**config.mk**
```make
export PLATFORM = sky130hd
export DESIGN_NAME = ppm_frame_sequencer_flat
export DESIGN_NICKNAME = d
export VERILOG_FILES = /design/src/rtl/ppm_pkg.sv /design/src/rtl/ppm_frame_sequencer_if.sv /design/src/rtl/ppm_edge_sync.sv /design/src/rtl/ppm_frame_sequencer.sv /design/src/flat_wrapper.sv
export SDC_FILE = /design/constraint.sdc
export NUM_CORES = 1
export LEC_CHECK = 0
export ABC_CLOCK_PERIOD_IN_PS = 5550
export BUFFER_PORTS_ARGS = -buffer_cell sky130_fd_sc_hd__buf_2
export CORE_MARGIN = 5
export CORE_UTILIZATION = 43
export DETAILED_ROUTE_END_ITERATION = 7
export GPL_TIMING_DRIVEN = 0
export SETUP_SLACK_MARGIN = 0.15
export SYNTH_ARGS = -nofsm -noshare
export SYNTH_HDL_FRONTEND = slang
export SYNTH_SLANG_ARGS = --single-unit
```
**constraint.sdc**
```tcl
create_clock -name clk -period 5.55 [get_ports clk]
set_clock_uncertainty 0.05 [all_clocks]
set_input_delay 0.555 -clock clk [delete_from_list [all_inputs] [get_ports clk]]
set_output_delay 0.555 -clock clk [all_outputs]
set_load 0.05 [all_outputs]
```
**src/rtl/ppm_pkg.sv**
```systemverilog
// Shared types and constants for the PPM frame sequencer.
package ppm_pkg;

  localparam int NUM_CHANNELS = 8;
  localparam int CHAN_W       = 3;
  localparam int TIME_W       = 8;
  localparam int CNT_W        = 4;

  typedef enum logic [1:0] {
    HUNT    = 2'd0,
    ARMED   = 2'd1,
    CAPTURE = 2'd2
  } state_t;

  // Saturating increment for the tick interval counter.
  function automatic logic [TIME_W-1:0] sat_inc(input logic [TIME_W-1:0] v);
    return (v == '1) ? v : v + 1'b1;
  endfunction

endpackage

```
**src/rtl/ppm_frame_sequencer_if.sv**
```systemverilog
// Output bundle of the PPM frame sequencer: channel strobes and frame status.
interface ppm_frame_sequencer_if;
  import ppm_pkg::*;

  logic              store_time;
  logic [CHAN_W-1:0] channel;
  logic [TIME_W-1:0] diff_time;
  logic              frame_valid;
  logic              frame_error;
  logic              locked;

  modport master (
    output store_time, channel, diff_time, frame_valid, frame_error, locked
  );

  modport slave (
    input store_time, channel, diff_time, frame_valid, frame_error, locked
  );
endinterface

```
**src/rtl/ppm_edge_sync.sv**
```systemverilog
// Two-flop synchronizer for the asynchronous PPM line plus rising-edge detect.
module ppm_edge_sync (
  input  logic clk,
  input  logic reset_n,
  input  logic async_in,
  output logic rise
);

  logic sync1;
  logic sync2;
  logic sync2_d;

  // Metastability filter followed by a one-cycle history flop for edge detect.
  always_ff @(posedge clk or negedge reset_n) begin
    if (!reset_n) begin
      sync1   <= 1'b0;
      sync2   <= 1'b0;
      sync2_d <= 1'b0;
    end else begin
      sync1   <= async_in;
      sync2   <= sync1;
      sync2_d <= sync2;
    end
  end

  assign rise = sync2 & ~sync2_d;

endmodule

```
**src/rtl/ppm_frame_sequencer.sv**
```systemverilog
// PPM frame sequencer: measures intervals between rising edges in ticks and
// reports eight channel intervals per frame, delimited by long sync gaps.
module ppm_frame_sequencer
  import ppm_pkg::*;
#(
  parameter int TICK_CYCLES = 500,
  parameter int SYNC_TICKS  = 250,
  parameter int MIN_TICKS   = 70
) (
  input  logic                         clk,
  input  logic                         reset_n,
  input  logic                         ppm_signal,
  ppm_frame_sequencer_if.master        seq
);

  localparam int PRE_W = (TICK_CYCLES > 1) ? $clog2(TICK_CYCLES) : 1;
  localparam logic [PRE_W-1:0]  PRE_LAST = PRE_W'(TICK_CYCLES - 1);
  localparam logic [TIME_W-1:0] SYNC_T   = TIME_W'(SYNC_TICKS);
  localparam logic [TIME_W-1:0] MIN_T    = TIME_W'(MIN_TICKS);
  localparam logic [CNT_W-1:0]  FULL_CNT = CNT_W'(NUM_CHANNELS);

  logic              rise;
  logic              tick;
  logic              gap;
  logic [PRE_W-1:0]  presc;
  logic [TIME_W-1:0] interval;

  state_t            state, state_nxt;
  logic [CNT_W-1:0]  count, count_nxt;
  logic              store_nxt;
  logic              fv_nxt;
  logic              fe_nxt;
  logic [CHAN_W-1:0] chan_nxt;
  logic [TIME_W-1:0] diff_nxt;

  ppm_edge_sync u_edge_sync (
    .clk      (clk),
    .reset_n  (reset_n),
    .async_in (ppm_signal),
    .rise     (rise)
  );

  assign tick = (presc == PRE_LAST);
  assign gap  = (interval >= SYNC_T);

  // Prescaler and interval counter; an edge restarts both and beats a tick.
  always_ff @(posedge clk or negedge reset_n) begin
    if (!reset_n) begin
      presc    <= '0;
      interval <= '0;
    end else if (rise) begin
      presc    <= '0;
      interval <= '0;
    end else if (tick) begin
      presc    <= '0;
      interval <= sat_inc(interval);
    end else begin
      presc    <= presc + 1'b1;
    end
  end

  // State, channel count and registered outputs.
  always_ff @(posedge clk or negedge reset_n) begin
    if (!reset_n) begin
      state           <= HUNT;
      count           <= '0;
      seq.store_time  <= 1'b0;
      seq.frame_valid <= 1'b0;
      seq.frame_error <= 1'b0;
      seq.channel     <= '0;
      seq.diff_time   <= '0;
    end else begin
      state           <= state_nxt;
      count           <= count_nxt;
      seq.store_time  <= store_nxt;
      seq.frame_valid <= fv_nxt;
      seq.frame_error <= fe_nxt;
      seq.channel     <= chan_nxt;
      seq.diff_time   <= diff_nxt;
    end
  end

  // Next-state and strobe decode. A gap seen together with an edge counts as
  // the gap, so the frame boundary is never missed.
  always_comb begin
    state_nxt = state;
    count_nxt = count;
    store_nxt = 1'b0;
    fv_nxt    = 1'b0;
    fe_nxt    = 1'b0;
    chan_nxt  = seq.channel;
    diff_nxt  = seq.diff_time;
    unique case (state)
      HUNT: begin
        if (gap) begin
          state_nxt = ARMED;
        end
      end
      ARMED: begin
        if (rise) begin
          state_nxt = CAPTURE;
          count_nxt = '0;
        end
      end
      CAPTURE: begin
        if (gap) begin
          if (count == FULL_CNT) fv_nxt = 1'b1;
          else                   fe_nxt = 1'b1;
          state_nxt = ARMED;
          count_nxt = '0;
        end else if (rise) begin
          if ((interval < MIN_T) || (count == FULL_CNT)) begin
            fe_nxt    = 1'b1;
            state_nxt = HUNT;
            count_nxt = '0;
          end else begin
            store_nxt = 1'b1;
            chan_nxt  = count[CHAN_W-1:0];
            diff_nxt  = interval;
            count_nxt = count + 1'b1;
          end
        end
      end
      default: begin
        state_nxt = HUNT;
        count_nxt = '0;
      end
    endcase
  end

  assign seq.locked = (state != HUNT);

endmodule

```
**src/flat_wrapper.sv**
```systemverilog
// flat-port wrapper written by rule: the top's interface ports become plain ports
module ppm_frame_sequencer_flat import ppm_pkg::*;
#(
  parameter int TICK_CYCLES = 500,
  parameter int SYNC_TICKS  = 250,
  parameter int MIN_TICKS   = 70
)
  (clk, reset_n, ppm_signal, seq_store_time, seq_channel, seq_diff_time, seq_frame_valid, seq_frame_error, seq_locked);
  ppm_frame_sequencer_if seq_i ();
  input  logic clk;
  input  logic reset_n;
  input  logic ppm_signal;
  output wire logic [$bits(seq_i.store_time)-1:0] seq_store_time;
  output wire logic [$bits(seq_i.channel)-1:0] seq_channel;
  output wire logic [$bits(seq_i.diff_time)-1:0] seq_diff_time;
  output wire logic [$bits(seq_i.frame_valid)-1:0] seq_frame_valid;
  output wire logic [$bits(seq_i.frame_error)-1:0] seq_frame_error;
  output wire logic [$bits(seq_i.locked)-1:0] seq_locked;
  assign seq_store_time = seq_i.store_time;
  assign seq_channel = seq_i.channel;
  assign seq_diff_time = seq_i.diff_time;
  assign seq_frame_valid = seq_i.frame_valid;
  assign seq_frame_error = seq_i.frame_error;
  assign seq_locked = seq_i.locked;
  ppm_frame_sequencer #(.TICK_CYCLES(TICK_CYCLES), .SYNC_TICKS(SYNC_TICKS), .MIN_TICKS(MIN_TICKS)) u_core (.clk(clk), .reset_n(reset_n), .ppm_signal(ppm_signal), .seq(seq_i));
endmodule
```
==> metrics.md, run 1 <==
| Metric | Value |
|---|---|
| Status | complete, no violations |
| CTS Buf Count | 5 |
| Seq/Total Area, Yosys | 51.98% |
| P_sw | 0.0001237 W |
| Routed WL per cell | 14.91 um |
| Clock Power Share | 34.0% |
| Reg2Reg Setup Slack | 3.36 ns |
| Diodes inserted | 0 |
| Mapped Area | 0.001926 sq mm |
| Crit. End Element | flop |
| Area Overhead vs Synth | 11.83% |
| Total negative setup slack | 0 ns |
| CTS max path bufs | 2 |
| Hold WC Path Type | reg -> reg |
| Number of flops mapped to enable cells by yosys | 0 |
| Synth Area per Inst | 11.26 sq um |
| Clock slew at reported path FFs | 0.08 ns |
| Min-delay src | u_core.u_edge_sync.sync1 |
| Die X | 76.92 um |
| Internal | 0.0004011 W |
| Clock sink count | 40 |
| # resized after CTS | 0 |
| Unrepaired setup endpoints after global routing | no |
| FF-to-FF Start | u_core.count[0] |
| Largest net degree at the start of global routing | 41 |
| CTS H-Tree Depth | 2 |
| Initial DRC Count | 83 |
| CTS tree | done |
| CP Cell Sequence | inv_1, ha_1, and3b_1, a211oi_2, nand3_4, buf_6, mux2_4 |
| Fraction of layout cells with a size suffix above 1 | 23.59% |
| Gpl congestion | 0.8330 |
| Relative slew margins | 40.73% |
| Starting Density | 44.22% |
| DRC viols | 0 |
| WP data arrival | 2.30 ns |
| Fin. max-slew vios | 0 |
| Switching share of power | 23.57% |
| Synth area leaders | dfrtp_1 52%, mux2_4 4.7%, mux2_2 3.5% |
| Drt via density | 5.478 |
| Fmax | 457.3 MHz |
| Commonest non-fill, non-tap cell in the layout | dfrtp_1 |
| Slowest stage cell on the critical path | dfrtp_1 |
| Total GRT Usage | 13.65% |
| Core area | 0.004354 sq mm |
| Setup Fix Bufs, Post-CTS | 0 |
| WP buf/inv | 2 |
| Vias | 1,353 |
| Critical path fanouts, max | 10 |
| Final net count | 203 |
| Die span in y | 76.92 um |
| First-pass GRT wire length | 6630 um |
| Clk Latency, worst-skew pair | 0.29 ns |
| I/O pins | 18 |
| Top Family by Delay on Critical Path | flip-flops |
| CP Class | reg -> reg |
| Syn Inst Count | 171 |
| Register bit total from synthesis | 40 |
| RR Endpoint | u_core.seq.diff_time[6] |
| Prevailing post-synth register cell | dfrtp_1 |
| Yosys top cell area share | 51.98% |
| Cell depth of the worst hold path | 0 |
| Worst vdd ir | 0.1038 mV |
| Hold buffers post-CTS | 0 |
| Final hold vios | 0 |
| Slowest stage delay, CP | 0.44 ns |
| Initial antenna violation count | 0 |
| R2R depth | 7 |
| Worst-margin pin slew | 0.8891 ns |
| Commonest cells after routing, fill and taps aside | 40 x dfrtp_1, 18 x buf_2, 12 x nand2_1, 10 x nand3_1 |
| Syn_nets | 179 |
| Critical path required time | 5.67 ns |
| FP Rows | 24 |
| Total wire length | 3684 um |
| Routed Antenna Nets | 0 |
| Max_cap viols | 0 |
| GRT overflow | 0 |
| Setup violations, final | 0 |
| I/O Buffers | 17 |
| Vias in the first global route | 1,355 |
| Tot Pwr | 0.0005248 W |
| Hpwl dp | 2672 um |
| Comb power frac | 6.0% |
| FILL cells | 383 |
| Min-Delay Endpoint | u_core.u_edge_sync.sync2 |
| Sequential power share | 59.9% |
| First-pass DRT Iterations | 4 |
| Startpoint types | flop |
| Synth warn | 0 |
| Final worst path period need | 2.187 ns |
| Post-synth ARST share | 100.0% |
| Pwr Density | 243.7 mW/mm^2 |
| Period utilization | 39.40% |
| Pleak | 1.030 nW |
| Die area | 0.005917 sq mm |
| Yosys cell types | 43 |
| Root Buffer | clkbuf_8 |
| Cell taking the most area after synthesis | dfrtp_1 |
-- registers in the layout, summed over array words and instances (netlist names) --
| signal | count |
|---|---|
| u_core.count | 4 |
| u_core.interval | 8 |
| u_core.presc | 9 |
| u_core.seq.channel | 3 |
| u_core.seq.diff_time | 8 |
| u_core.seq.frame_error | 1 |
| u_core.seq.frame_valid | 1 |
| u_core.seq.store_time | 1 |
| u_core.state | 2 |
| u_core.u_edge_sync.sync1 | 1 |
| u_core.u_edge_sync.sync2 | 1 |
| u_core.u_edge_sync.sync2_d | 1 |
-- power by group through the flow --
stage | clock network [W] | registers, W | logic, W
floorplan | 0 | 0.000317 | 0.0000212
global placement | 0 | 0.000318 | 0.0000310
detailed placement | 0 | 0.000320 | 0.0000321
CTS | 0.000186 | 0.000314 | 0.0000326
global route | 0.000200 | 0.000317 | 0.0000359
finish | 0.000179 | 0.000315 | 0.0000317
-- logic make-up (layout without fill, tap and decap cells) --
group                      after synthesis  in the layout  synth area share, %
and+or+nand+nor                         63             63                19.04
DFF                                     40             40                51.98
AOI/OAI and AO/OA                       32             32                11.63
buffers and inverters                   14             38                3.573
muxes                                   13             13                8.707
adders and majority gates                5              5                3.249
xor gates and xnor gates                 4              4                1.820
-- cells in the mapped netlist (3+ instances only) --
library cell  number
dfrtp_1           40
nand2_1           12
nand3_1           10
a21oi_1            9
o21ai_0            9
inv_1              8
nor2_1             7
mux2_2             6
mux2_4             6
ha_1               5
nand2b_1           4
nand4_1            4
or3_1              4
or4_1              4
and3_1             3
clkbuf_1           3
o211ai_1           3
or2_2              3
xor2_1             3
-- per-stage QoR --
stage | hold WS [ns] | worst slack (ns) | util (%) | std cells | area [sq um]
6_report | 0.3090 | 3.363 | 49.45 | 247 | 2153
5_1_grt | 0.3150 | 3.178 | 49.45 | 247 | 2153
4_1_cts | 0.3103 | 3.372 | 49.45 | 247 | 2153
3_5_place_dp | 0.3010 | 3.380 | 47.67 | 240 | 2076
3_3_place_gp | 0.2955 | 3.415 | 47.67 | 240 | 2076
2_1_floorplan | 0.2094 | 3.580 | - | 171 | 1926
-- metal layers --
layer  vias up  global-route usage (%)  share of wire (%)
met1       649                   18.62                 48
met5         -                       0                  0
met3         4                   3.279                4.3
met2        35                   21.65                 47
li1        665                       -                  -
met4         0                   3.671               0.90
-- worst reg2reg max path: stages, from the launching register on --
cell and delay, ns:
dfrtp_1 0.44, inv_1 0.07, ha_1 0.19, and3b_1 0.21, a211oi_2 0.41, nand3_4 0.20
buf_6 0.20, mux2_4 0.30
-- final cells by class --
cell class / count / area (sq um) / area share, %
Multi-Input combinational cell: 117 / 855.8 / 39.74
Clock buffer: 6 / 72.57 / 3.370
Inverter: 8 / 30.03 / 1.395
Clock inverter: 1 / 5.005 / 0.2324
Timing Repair Buffer: 17 / 85.08 / 3.951
Buffer: 6 / 38.79 / 1.801
Sequential cell: 40 / 1001 / 46.48
Tap cell: 52 / 65.06 / 3.021
-- worst max path at each step --
stage / start / to / slack (ns) / cells after the start
finish: u_core.count[0] / u_core.seq.diff_time[6] / 3.36 / 7
global route: u_core.count[0] / u_core.seq.diff_time[6] / 3.18 / 7
CTS: u_core.count[0] / u_core.seq.diff_time[6] / 3.37 / 7
detailed placement: u_core.count[0] / u_core.seq.diff_time[6] / 3.38 / 7
global placement: u_core.count[0] / u_core.seq.channel[0] / 3.42 / 7
floorplan: u_core.interval[0] / u_core.seq.channel[0] / 3.58 / 7
No activity file was read; power rests on OpenSTA's default activity.
==> run 2, diff against run 1 <==
--- a/config.mk
+++ b/config.mk
@@ -5,7 +5,7 @@
 export SDC_FILE = /design/constraint.sdc
 export NUM_CORES = 1
 export LEC_CHECK = 0
-export ABC_CLOCK_PERIOD_IN_PS = 5550
+export ABC_CLOCK_PERIOD_IN_PS = 1830
 export BUFFER_PORTS_ARGS = -buffer_cell sky130_fd_sc_hd__buf_2
 export CORE_MARGIN = 5
 export CORE_UTILIZATION = 43
==> constraint.sdc (replaced) <==
create_clock -name clk -period 1.83 [get_ports clk]
set_clock_uncertainty 0.05 [all_clocks]
set_input_delay 0.183 -clock clk [delete_from_list [all_inputs] [get_ports clk]]
set_output_delay 0.183 -clock clk [all_outputs]
set_load 0.05 [all_outputs]
==> run 2 against run 1 <==
  * Clock-buffer cell count rose by 1
  * Worst hold slack got worse by 0.0036 ns
  * Total power rose to 3.5 times the previous value
  * Critical endpoint is now u_core.seq.diff_time[5]
  * The run now ends with setup timing left
==> metrics.md, run 2 (synthesized netlist as in run 1, its figures left out) <==
| Metric | Value |
|---|---|
| Crit path from | u_core.interval[1] (was u_core.count[0]) |
| Routed Antenna Nets | 0 (unchanged) |
| DRC viols | 0 (unchanged) |
| Utilization after layout | 58.68% (was 49.45%) |
| Diodes inserted | 0 (unchanged) |
| Initial antenna violation count | 0 (unchanged) |
| Die span in y | 76.92 um (unchanged) |
| Drt via density | 5.571 (was 5.478) |
| Largest reg by FF count | u_core.presc (unchanged) |
| Slowest stage cell on the critical path | dfrtp_2 (was dfrtp_1) |
| CTS tree | done (unchanged) |
| Hold WC Path Type | reg -> reg (unchanged) |
| Reg2Reg Setup Slack | -0.13 ns (was 3.36 ns) |
| Fraction of layout cells with a size suffix above 1 | 40.74% (was 23.59%) |
| Unrepaired setup endpoints after global routing | yes (was no) |
| Vias | 1,493 (was 1,353) |
| Die X | 76.92 um (unchanged) |
| First-pass DRT Iterations | 4 (unchanged) |
| CTS max path bufs | 2 (unchanged) |
| Min-delay src | u_core.u_edge_sync.sync1 (unchanged) |
| Commonest non-fill, non-tap cell in the layout | dfrtp_1 (unchanged) |
| Starting Density | 44.22% (unchanged) |
| Fmax | 510.2 MHz (was 457.3 MHz) |
| Hpwl dp | 2568 um (was 2672 um) |
| Final net count | 223 (was 203) |
| Vias in the first global route | 1,499 (was 1,355) |
| Critical path fanouts, max | 5 (was 10) |
| R2R depth | 6 (was 7) |
| Root Buffer | clkbuf_8 (unchanged) |
| WL met1 | 1971 um (was 1769 um) |
| Period utilization | 107.1% (was 39.40%) |
| Largest net degree at the start of global routing | 41 (unchanged) |
| Total wire length | 4181 um (was 3684 um) |
| CTS Buf Count | 5 (unchanged) |
| Failing checks | setup timing |
| Final worst path period need | 1.960 ns (was 2.187 ns) |
| Worst-margin pin slew | 0.9010 ns (was 0.8891 ns) |
| Core area | 0.004354 sq mm (unchanged) |
| Slowest stage delay, CP | 0.44 ns (about the same) |
| Tot Pwr | 0.001851 W (was 0.0005248 W) |
| Clock sink count | 40 (unchanged) |
| FP Rows | 24 (unchanged) |
| GRT overflow | 0 (unchanged) |
| Commonest cells after routing, fill and taps aside | 38 x dfrtp_1, 18 x buf_2, 12 x nand2_1, 11 x buf_4, 9 x nand3_1 (was 40 x dfrtp_1, 18 x buf_2, 12 x nand2_1, 10 x nand3_1) |
| Clk Latency, worst-skew pair | 0.30 ns (was 0.29 ns) |
| Relative slew margins | 39.93% (was 40.73%) |
| Fin. max-slew vios | 0 (unchanged) |
| WP data arrival | 2.09 ns (was 2.30 ns) |
| FF-to-FF Start | u_core.interval[1] (was u_core.count[0]) |
| Critical path required time | 1.96 ns (was 5.67 ns) |
| First-pass GRT wire length | 7010 um (was 6630 um) |
| Clock slew at reported path FFs | 0.08 ns (about the same) |
| Final hold vios | 0 (unchanged) |
| CP Cell Sequence | ha_2, or3_4, a31oi_4, nand3_4, buf_8, mux2_4 (was inv_1, ha_1, and3b_1, a211oi_2, nand3_4, buf_6, mux2_4) |
| Status | complete, but fails checks (was complete, no violations) |
| CP Class | reg -> reg (unchanged) |
| I/O Buffers | 17 (unchanged) |
| Area Overhead vs Synth | 32.68% (was 11.83%) |
| Biggest regs | u_core.presc: 9 flops, u_core.interval: 8 flops, u_core.seq.diff_time: 8 flops (unchanged) |
| Startpoint types | flop (unchanged) |
| Routed WL per cell | 15.60 um (was 14.91 um) |
| Top Metal Used | met4 (unchanged) |
| Total GRT Usage | 14.39% (was 13.65%) |
| CTS H-Tree Depth | 2 (unchanged) |
| Routed wl met2 | 1942 um (was 1724 um) |
| Max_cap viols | 0 (unchanged) |
| Gpl congestion | 0.7993 (was 0.8330) |
| Met3 WL post-DR | 212 um (was 157 um) |
| I/O pins | 18 (unchanged) |
| Die area | 0.005917 sq mm (unchanged) |
| Pleak | 1.188 nW (was 1.030 nW) |
| Final Worst Setup Slack | -0.1299 ns (was 3.363 ns) |
| Cell depth of the worst hold path | 0 (unchanged) |
| FILL cells | 355 (was 383) |
| Pwr Density | 724.7 mW/mm^2 (was 243.7 mW/mm^2) |
| Crit. End Element | flop (unchanged) |
| Max reg flops | 9 (unchanged) |
| Worst vdd ir | 0.3993 mV (was 0.1038 mV) |
| Setup violations, final | 20 (was 0) |
| Initial DRC Count | 91 (was 83) |
run 2: changes by cell type in the layout (fill, tap and decap cells not counted), moves of 3 or more:
cell | previous run | this run
buf_4 | 0 | 11
o21ai_0 | 9 | 2
buf_6 | 2 | 7
o21ai_1 | 1 | 6
clkbuf_1 | 4 | 1
ha_1 | 5 | 2
run 2: layout make-up:
| class | count | area (sq um) | area share [%] |
|---|---|---|---|
| flip-flops and latches | 40 | 1003 | 39.28 |
| multi-input cells | 117 | 992.2 | 38.83 |
| repair buffers | 37 | 282.8 | 11.07 |
| clock buffers | 7 | 96.34 | 3.771 |
| well taps | 52 | 65.06 | 2.547 |
| plain buffers | 6 | 55.05 | 2.155 |
| clock inverters | 1 | 30.03 | 1.175 |
| inverters | 8 | 30.03 | 1.175 |
run 2: final timing paths:
check / endpoint
min in group asynchronous: u_core.presc[5]
setup reg to reg: u_core.seq.diff_time[5]
hold reg to reg: u_core.u_edge_sync.sync2
max in group asynchronous: u_core.interval[1]
setup / recovery: u_core.seq.diff_time[5]
hold / removal: u_core.u_edge_sync.sync2
run 2: critical path, delay by kind of cell, from the launching register on:
family | cells | cell delay [ns]
buffers and inverters | 1 | 0.18
DFF | 1 | 0.44
and+or+nand+nor | 2 | 0.52
adders and majority gates | 1 | 0.17
muxes | 1 | 0.29
AOI/OAI and AO/OA | 1 | 0.20
run 2: timing repair:
| item | in CTS | in global routing |
|---|---|---|
| hold buffers | 2 | 0 |
| setup endpoints to repair | 27 | 29 |
| cloned | 1 | 0 |
| endpoints found under the hold margin | 33 | 0 |
| pin swaps | 10 | 9 |
| buffers inserted | 16 | 1 |
| gates resized for setup | 20 | 18 |
run 2: power by group:
group | switching, W | internal, W
logic | 0.0000597 | 0.0000464
clock network | 0.000311 | 0.000481
registers | 0.0000360 | 0.000917
total | 0.000407 | 0.00144
run 2: through the flow:
stage                     hold slack, ns  instances  worst slack [ns]  area, sq um  setup TNS [ns]
after floorplan                  -0.1626        171           -0.1005         1952         -0.6028
after global placement            0.2464        240           -0.2296         2102          -2.094
after detailed placement          0.2468        240           -0.2676         2102          -2.968
after CTS                         0.3094        267           -0.1108         2465          -1.346
after global routing              0.3340        268           -0.1739         2555          -2.574
final                             0.3054        268           -0.1299         2555          -1.452
run 2: per-layer routing:
layer | GRT usage [%] | vias up
met5 | 0 | -
met4 | 4.196 | 0
met3 | 4.215 | 6
met2 | 22.67 | 37
met1 | 19.15 | 744
li1 | - | 706
==> run 3, diff against run 2 <==
--- a/config.mk
+++ b/config.mk
@@ -11,6 +11,7 @@
 export CORE_UTILIZATION = 43
 export DETAILED_ROUTE_END_ITERATION = 7
 export GPL_TIMING_DRIVEN = 0
+export MAX_ROUTING_LAYER = met4
 export SETUP_SLACK_MARGIN = 0.15
 export SYNTH_ARGS = -nofsm -noshare
 export SYNTH_HDL_FRONTEND = slang
==> run 3 against run 2 <==
  * The run still ends with setup timing left
  * Critical path depth stayed put
  * Maximum frequency hardly changed
  * Wire length is 0.38% higher
  * First-iteration DRC count stayed put
  * Die area stayed put
  * Clock-buffer cell count stayed put
  * Worst setup slack hardly changed
  * Worst hold slack hardly changed
  * Sequential power hardly changed
  * Clock power hardly changed
  * Combinational power hardly changed
  * Non-clock buffer count stayed put
==> metrics.md, run 3 (synthesized netlist as in run 1, its figures left out) <==
| Metric | Value |
|---|---|
| Sequential cell area | 0.001003 sq mm (unchanged) |
| Worst-margin pin slew | 0.9008 ns (was 0.9010 ns) |
| Root Buffer | clkbuf_8 (unchanged) |
| Clock sink count | 40 (unchanged) |
| Clock slew at reported path FFs | 0.08 ns (about the same) |
| Commonest non-fill, non-tap cell in the layout | dfrtp_1 (unchanged) |
| Fin. max-slew vios | 0 (unchanged) |
| Status | complete, but fails checks (unchanged) |
| Sequential power share | 51.5% (about the same) |
| FP Rows | 24 (unchanged) |
| Commonest cells after routing, fill and taps aside | 38 x dfrtp_1, 18 x buf_2, 12 x nand2_1, 11 x buf_4, 9 x nand3_1 (unchanged) |
| Cell depth of the worst hold path | 0 (unchanged) |
| I/O pins | 18 (unchanged) |
| P_sw | 0.0004051 W (was 0.0004065 W) |
| Min-Delay Endpoint | u_core.u_edge_sync.sync2 (unchanged) |
| Hold WC Path Type | reg -> reg (unchanged) |
| Fraction of layout cells with a size suffix above 1 | 40.74% (unchanged) |
| First-pass DRT Iterations | 4 (unchanged) |
| Core area | 0.004354 sq mm (unchanged) |
| CTS max path bufs | 2 (unchanged) |
| Worst vdd ir | 0.4021 mV (was 0.3993 mV) |
| Pwr Density | 723.0 mW/mm^2 (was 724.7 mW/mm^2) |
| CTS tree | done (unchanged) |
| DRC viols | 0 (unchanged) |
| I/O Buffers | 17 (unchanged) |
| Setup violations, final | 20 (unchanged) |
| Slowest stage delay, CP | 0.44 ns (about the same) |
| Hpwl dp | 2568 um (unchanged) |
| Crit. End Element | flop (unchanged) |
| Relative slew margins | 39.95% (was 39.93%) |
| Slowest stage cell on the critical path | dfrtp_2 (unchanged) |
| Largest reg by FF count | u_core.presc (unchanged) |
| Top Family by Delay on Critical Path | simple AND/OR/NAND/NOR gates (unchanged) |
| GRT overflow | 0 (unchanged) |
| Startpoint types | flop (unchanged) |
| Tot Pwr | 0.001850 W (was 0.001851 W) |
| Pleak | 1.192 nW (was 1.188 nW) |
| Total wire length | 4197 um (was 4181 um) |
| Die area | 0.005917 sq mm (unchanged) |
| Drt via density | 5.571 (unchanged) |
| Min Hold Slack | 0.3055 ns (was 0.3054 ns) |
| WP data arrival | 2.09 ns (about the same) |
| Final worst path period need | 1.960 ns (about the same) |
| Min-delay src | u_core.u_edge_sync.sync1 (unchanged) |
| Post-Place Worst Slack | -0.2676 ns (unchanged) |
| Critical path fanouts, max | 5 (unchanged) |
| Vias in the first global route | 1,499 (unchanged) |
| Routed Antenna Nets | 0 (unchanged) |
| Largest net degree at the start of global routing | 41 (unchanged) |
| Final hold vios | 0 (unchanged) |
| R2R depth | 6 (unchanged) |
| Die span in y | 76.92 um (unchanged) |
| WP buf/inv | 1 (unchanged) |
| CP Class | reg -> reg (unchanged) |
| Max reg flops | 9 (unchanged) |
| Final net count | 223 (unchanged) |
| Switching share of power | 21.90% (was 21.96%) |
| Clk Latency, worst-skew pair | 0.30 ns (about the same) |
| Critical path required time | 1.96 ns (about the same) |
| CTS Buf Count | 5 (unchanged) |
| Reg2Reg Setup Slack | -0.13 ns (about the same) |
| Gpl congestion | 0.8108 (was 0.7993) |
| First-pass GRT wire length | 7024 um (was 7010 um) |
| Diodes inserted | 0 (unchanged) |
| Initial DRC Count | 91 (unchanged) |
| Die X | 76.92 um (unchanged) |
| Failing checks | setup timing (unchanged) |
| CTS H-Tree Depth | 2 (unchanged) |
| Clock Power Share | 42.7% (was 42.8%) |
| FILL cells | 353 (was 355) |
| Unrepaired setup endpoints after global routing | yes (unchanged) |
| Period utilization | 107.1% (about the same) |
| Total GRT Usage | 14.82% (was 14.39%) |
| Internal | 0.001445 W (about the same) |
| Vias | 1,493 (unchanged) |
| Final Worst Setup Slack | -0.1295 ns (was -0.1299 ns) |
| Starting Density | 44.22% (unchanged) |
| Comb power frac | 5.7% (about the same) |
| Initial antenna violation count | 0 (unchanged) |
| Total negative setup slack | -1.478 ns (was -1.452 ns) |
| Max_cap viols | 0 (unchanged) |
| CP Cell Sequence | ha_2, or3_4, a31oi_4, nand3_4, buf_8, mux2_4 (unchanged) |
| Area of the multi-input gates | 996.0 sq um (was 992.2 sq um) |
| Fmax | 510.3 MHz (was 510.2 MHz) |
| Biggest regs | u_core.presc: 9 flops, u_core.interval: 8 flops, u_core.seq.diff_time: 8 flops (unchanged) |
| FF-to-FF Start | u_core.interval[1] (unchanged) |
| RR Endpoint | u_core.seq.diff_time[5] (unchanged) |
| Utilization after layout | 58.76% (was 58.68%) |
| Area Overhead vs Synth | 32.88% (was 32.68%) |
| Routed WL per cell | 15.66 um (was 15.60 um) |
-- run 3: cell counts in the layout (fill, tap and decap cells not counted) --
No cell type changed its count.
-- run 3: per-layer routing --
metal | GRT usage, % | up-vias | share of wire [%]
li1 | - | 705 | -
met1 | 19.22 | 744 | 47
met2 | 22.67 | 38 | 46
met3 | 4.215 | 6 | 5.1
met4 | 4.196 | 0 | 1.3
met5 | - | - | 0
-- run 3: worst max path at each step --
stage	from	end	slack, ns	cells past startpoint
2_1_floorplan	u_core.interval[0]	u_core.seq.channel[0]	-0.10	7
3_3_place_gp	u_core.interval[0]	u_core.seq.channel[0]	-0.23	7
3_5_place_dp	u_core.interval[0]	u_core.seq.channel[1]	-0.27	7
4_1_cts	u_core.interval[1]	u_core.seq.diff_time[3]	-0.11	6
5_1_grt	u_core.interval[1]	u_core.seq.diff_time[6]	-0.17	6
6_report	u_core.interval[1]	u_core.seq.diff_time[5]	-0.13	6
-- run 3: worst register-to-register path: stages (launching register included) --
cell and delay, ns:
dfrtp_2 0.44, ha_2 0.17, or3_4 0.36, a31oi_4 0.20
nand3_4 0.16, buf_8 0.18, mux2_4 0.29
-- run 3: area by class of cell --
type,instances,area share (%)
inverter,8,1.174
sequential,40,39.22
clock inverter,1,1.174
clock buffer,7,3.765
buffer,6,2.152
tap,52,2.543
timing repair buffer,37,11.05
multi-input combinational,117,38.92
-- run 3: per-stage QoR --
stage	instance area [sq um]	instances
global placement	2102	240
global route	2559	268
floorplan	1952	171
detailed placement	2102	240
CTS	2465	267
finish	2559	268
-- run 3: repair_timing --
item / 4_1_cts / 5_1_grt
buffers inserted: 16 / 1
endpoints found under the setup margin: 27 / 29
cloned: 1 / 0
gates resized for setup: 20 / 19
hold buffers: 2 / 0
hold endpoints to repair: 33 / 0
pin swaps: 10 / 9
-- run 3: power groups by stage --
stage | clock, W | sequential, W | combinational [W]
2_1_floorplan | 0 | 0.000962 | 0.0000643
3_3_place_gp | 0 | 0.000965 | 0.0000935
3_5_place_dp | 0 | 0.000969 | 0.0000969
4_1_cts | 0.000804 | 0.000951 | 0.000104
5_1_grt | 0.000844 | 0.000959 | 0.000124
6_report | 0.000791 | 0.000953 | 0.000106
